[src/rtl/router_a.sv]
// router_a -- input router for the Kalman filter datapath.
//
// Selects the word written to the register file, the two register-file
// address ports and the write enable. Sources are the external bus
// (DATA_IN, DIR, WRITE, READY), the arithmetic unit (result) and the
// control FSM (ctl_a, ctl_b, sel_*).
//
// Configuration macro: ROUTER_A_REG_OUT_EN
//   undefined : outputs are purely combinational; CLK and RST are ignored.
//   defined   : outputs are registered on CLK rising edge (1-cycle latency),
//               RST asynchronously clears them to 0.
//
// Ports
//   CLK, RST   clock / async active-high reset (registered build only)
//   DATA_IN    external data word            [W]
//   result     arithmetic unit result        [W]
//   ctl_a/b    FSM addresses for ports A/B   [ADDRW]
//   DIR        external address              [ADDRW]
//   WRITE      external write request
//   READY      external ready qualifier
//   sel_data   data source   : 0 DATA_IN, 1 result, 2 zeros, 3 ones
//   sel_dira   port A address: 0 ctl_a, 1 DIR
//   sel_dirb   port B address: 0 ctl_b, 1 DIR
//   sel_write  write mode    : 0 WRITE, 1 WRITE&READY, 2 off, 3 on
//   data, dira, dirb, write    routed outputs
module router_a #(
    parameter int W     = 24,
    parameter int ADDRW = 5
) (
    input  logic             CLK,
    input  logic             RST,
    input  logic [W-1:0]     DATA_IN,
    input  logic [W-1:0]     result,
    input  logic [ADDRW-1:0] ctl_a,
    input  logic [ADDRW-1:0] ctl_b,
    input  logic [ADDRW-1:0] DIR,
    input  logic             WRITE,
    input  logic             READY,
    input  logic [1:0]       sel_data,
    input  logic             sel_dira,
    input  logic             sel_dirb,
    input  logic [1:0]       sel_write,
    output logic [W-1:0]     data,
    output logic [ADDRW-1:0] dira,
    output logic [ADDRW-1:0] dirb,
    output logic             write
);

    logic [W-1:0]     data_d;
    logic [ADDRW-1:0] dira_d;
    logic [ADDRW-1:0] dirb_d;
    logic             write_d;

    // Case-based muxing only evaluates the selected source, so X/Z on an
    // unselected input never reaches the outputs.
    always_comb begin
        data_d  = '0;
        dira_d  = '0;
        dirb_d  = '0;
        write_d = 1'b0;

        case (sel_data)
            2'd0:    data_d = DATA_IN;
            2'd1:    data_d = result;
            2'd2:    data_d = '0;
            default: data_d = '1;
        endcase

        case (sel_dira)
            1'b0:    dira_d = ctl_a;
            default: dira_d = DIR;
        endcase

        case (sel_dirb)
            1'b0:    dirb_d = ctl_b;
            default: dirb_d = DIR;
        endcase

        case (sel_write)
            2'd0:    write_d = WRITE;
            2'd1:    write_d = WRITE & READY;
            2'd2:    write_d = 1'b0;
            default: write_d = 1'b1;
        endcase
    end

`ifdef ROUTER_A_REG_OUT_EN
    logic [W-1:0]     data_q;
    logic [ADDRW-1:0] dira_q;
    logic [ADDRW-1:0] dirb_q;
    logic             write_q;

    always_ff @(posedge CLK or posedge RST) begin
        if (RST) begin
            data_q  <= '0;
            dira_q  <= '0;
            dirb_q  <= '0;
            write_q <= 1'b0;
        end else begin
            data_q  <= data_d;
            dira_q  <= dira_d;
            dirb_q  <= dirb_d;
            write_q <= write_d;
        end
    end

    assign data  = data_q;
    assign dira  = dira_q;
    assign dirb  = dirb_q;
    assign write = write_q;
`else
    // Clock and reset are intentionally unused in the combinational build.
    logic unused_clk_rst;
    assign unused_clk_rst = CLK ^ RST;

    assign data  = data_d;
    assign dira  = dira_d;
    assign dirb  = dirb_d;
    assign write = write_d;
`endif

endmodule

[config.mk]
export PLATFORM = sky130hd
export DESIGN_NAME = router_a
export DESIGN_NICKNAME = d
export VERILOG_FILES = /design/src/rtl/router_a.sv
export SDC_FILE = /design/constraint.sdc
export NUM_CORES = 1
export LEC_CHECK = 0
export ABC_AREA = 1
export BUFFER_PORTS_ARGS = -buffer_cell sky130_fd_sc_hd__buf_2
export CAP_MARGIN = 20
export CORE_MARGIN = 2
export CORE_UTILIZATION = 28
export DETAILED_ROUTE_END_ITERATION = 10
export PLACE_DENSITY = 0.95
export RECOVER_POWER = 50
export SLEW_MARGIN = 20
export SYNTH_ARGS = -nofsm -noshare
export SYNTH_HDL_FRONTEND = slang
export SYNTH_SLANG_ARGS = --single-unit
[constraint.sdc]
create_clock -name vclk -period 1.4
set_clock_uncertainty 0.15 [all_clocks]
set_input_delay 0.28 -clock vclk [all_inputs]
set_output_delay 0.28 -clock vclk [all_outputs]
set_load 0.05 [all_outputs]
# --- Word level (Yosys, flattened, before mapping) ---
# Index checks and enable logic that the tools add are counted.
word_totals:
  output_inout_bits: 35
  regBits: 0
  input_bits: 73
op_classes:
  mux: 4
  n_reduce_logical: 2
  bitwise: 1
  eq_ne: 4
ops:
  columns: ["operator", "n"]
  rows:
  - ["24-bit case mux with 3 select lines", 1]
  - ["5-bit two-way mux", 2]
  - ["2-bit by 1-bit == test with 1-bit output, second input constant", 2]
  - ["2-bit == test, second input constant", 2]
  - ["2-bit zero test", 2]
  - ["1-bit case mux with 3 select lines", 1]
  - ["1-bit bitwise AND", 1]

# --- Longest topological paths before layout ---
logic_depth:
  ltp_word: 2
  ltp_mapped: 4
  mapped_depth_nobuf: 4

# --- Worst setup path before layout ---
# OpenSTA, ideal clock, no wires.
synth_path:
  kind: "input-to-output"
  startpoint: "in sel_dira"
  endpoint: "out dira[0]"
  path_slack_ps: -597
  stages: 2
  path_buffers: 1
  t_arrival_ps: 1567
  path_cell_list: "clkbuf_1 > o21ai_0"
synth_between:
  elab_chain_cells: 1
synth_lines:
  columns: ["item", "line_no", "source"]
  rows:
  - ["start: declaration", "40", "input logic sel_dira,"]
  - ["5-bit two-way mux", "69", "case (sel_dira)"]
  - ["end: declaration", "44", "output logic [ADDRW-1:0] dira,"]
# Every way passes these cells.

# --- Final worst setup path ---
layout_path:
  startpoint: "in sel_data[1]"
  endpoint: "out data[1]"
layout_between:
  elab_chain_cells: 2
  elab_cells_between_ends: 4
  classes_between: "eq/ne: 2; mux: 1; reduce/logical: 1"
layout_lines:
  columns: ["item", "line_no", "source"]
  rows:
  - ["start: declaration", "39", "input logic [1:0] sel_data,"]
  - ["2-bit == test, or another cell as far along", "62", "case (sel_data)"]
  - ["24-bit case mux with 3 select lines (*)", "62", null]
  - ["end: declaration", "43", "output logic [W-1:0] data,"]
# Every way passes the cells marked *; elsewhere a longest branch is shown, timed or not.

==> run_results.csv <==
group,metric,value,unit
logic_synthesis,ys_seq_area_share,0,%
cts,hold_buffers,0,
routing,drt-wirelength-per-cell,15.1,um
routing,vias_per_cell,5.06,
logic_synthesis,netlist_area,531,um^2
worst_hold_path,min_to,"data[17]",
logic_synthesis,syn_nets,191,
place,hpwl,2090,um
sta,fin_crit,1.69,ns
sta,fin_ws,-0.291,ns
sta,slew_viol_final,0,
critical_path,arrival,1.26,ns
routing,drt_iter0_drc,43,
grt,grt_max_degree,18,
floorplan,rows,15,
critical_path,critPathMaxStageDelay,0.34,ns
routing,finalWirelength,3750,um
sta,tightest_slew,0.365,ns
power,p_leak,0.832,nW
finish,layout.nets,298,
critical_path,worst_path_dominant_cell_family,"buffers and inverters",
logic_synthesis,synth_top_area_share,40.3,%
logic_synthesis,yosys_warnings,0,
power,power.total,0.797,mW
routing,ant_nets,0,
finish,design.seq.count,0,
floorplan,pin_count,108,
outcome,status,"finished, violations left",
critical_path,startpoint_type,"primary input",
worst_hold_path,hp-class,"in -> out",
place,place.port_buffers,106,
critical_path,endpoint_kind,"output pin",
floorplan,die_y,47.5,um
critical_path,path_cells,"buf_8, buf_4, o21ai_0, nand2_1, buf_6",
finish,num-fill-cells,106,
finish,area.sequential,0,um^2
cts,post-cts-setup-buffer-count,0,
power,power_density,561,nW/um^2
sta,period_share,121,%
logic_synthesis,synth_common_cells,"nand2_1, o21ai_0, inv_1",
grt,grt_pass1_wl,3930,um
routing,vias,1254,
worst_hold_path,worstHoldPathCells,4,
sta,final-setup-viol-count,18,
routing,first_pass_iters,4,
floorplan,coreArea,1750,um^2
finish,diodes,0,
run,maxCapViolations,0,
critical_path,critical_path_class,"in -> out",
floorplan,die_width,47.5,um
critical_path,path_max_fanout,16,
outcome,violations,"setup timing",
critical_path,required,0.97,ns
routing,drc,0,
grt,grt_pass1_vias,1027,
grt,antenna_found_initial,0,
logic_synthesis,yosys.area.top_type,"nand2_1",
power,ir_drop,0.380,mV
place,routabilityCongestion,0.708,
critical_path,cp_num_buf_inv,3,
logic_synthesis,synth.distinct_cells,11,
logic_synthesis,syn_inst,118,
logic_synthesis,synth_area_leaders,"nand2_1, o21ai_0, inv_1",
finish,drive_above_1_share,67.3,%
sta,final-hold-violation-count,0,
grt,grtUsageTotal,23.1,%
sta,finalSetupTns,-0.898,ns
sta,max_freq,0.592,GHz
worst_hold_path,hp-start,"DATA_IN[17]",
floorplan,start_util,30.4,%
grt,grt_overflow_total,0,
finish,n_clock_buffer,0,
critical_path,slowest_stage,"o21ai_0",
sta,slew_headroom,75.4,%
finish,areaGrowthSynthToFinish,168,%
logic_synthesis,syn_avg_cell_area,4.50,um^2
floorplan,die_area,2260,um^2
sta,rsz0062_at_grt,"yes",
logic_synthesis,synth_most_common_cell,"nand2_1",
## metal layers
| metal | wire (um) | up-vias | track usage, % |
|---|---|---|---|
| met5 | 0 | - | 0 |
| met1 | 1240 | 532 | 22.9 |
| met3 | 515 | 20 | 3.02 |
| li1 | - | 581 | - |
| met2 | 1860 | 121 | 50.0 |
| met4 | 132 | 0 | 3.33 |
## worst max path at each step
| stage | from | to | cells past startpoint |
|---|---|---|---|
| finish | sel_data[1] | data[1] | 5 |
| global route | sel_data[1] | data[1] | 5 |
| CTS | sel_data[1] | data[5] | 5 |
| detailed placement | sel_data[1] | data[4] | 5 |
| global placement | sel_data[1] | data[15] | 6 |
| floorplan | sel_dira | dira[0] | 2 |
## cell type report
type	instances	area [um^2]	area share (%)
timing repair buffer	113	803	56.6
multi-input combinational	98	541	38.1
inverter	12	45.0	3.17
tap	25	31.3	2.20
## layout by cell type, fill, tap and decap left out
| cell type | n |
|---|---|
| nand2_2 | 25 |
| buf_6 | 16 |
| o21ai_1 | 24 |
| o21ai_0 | 2 |
| clkbuf_2 | 5 |
| buf_2 | 75 |
| nand2_4 | 3 |
| buf_4 | 5 |
| buf_12 | 1 |
| nor2_1 | 1 |
| buf_8 | 11 |
| o21ai_4 | 1 |
| nor2_4 | 1 |
| inv_1 | 12 |
| nand2_1 | 34 |
| o21ai_2 | 7 |
## power by group
part	internal [mW]	total, mW	leakage (nW)	switching (mW)
logic	0.289	0.797	0.832	0.509
registers	0	0	0	0
clock network	0	0	0	0
total	0.289	0.797	0.832	0.509
## kinds of logic after synthesis
family | share of synthesized area (%)
AND/OR/NAND/NOR | 49.1
AO/OA/AOI/OAI | 32.1
buffers and inverters | 18.9
## per-stage QoR
stage                     setup slack [ns]  util, %  hold WS [ns]  instances  cell area, um^2
after CTS                          -0.0400     73.0         0.748        248             1270
final                               -0.291     81.4         0.743        248             1420
after floorplan                     -0.229        -         0.641        118              543
after global routing                -0.280     81.4         0.750        248             1420
after detailed placement            -0.149     63.9         0.790        248             1110
after global placement             -0.0986     63.9         0.786        248             1110
## timing repair
item                       in CTS  in global routing
hold endpoints to repair        0                  0
pin swaps                       0                  5
gates resized for setup        61                 52
cloned                          0                  0
setup endpoints to repair      24                 24
Note: power is estimated with default switching activity, not from simulation.
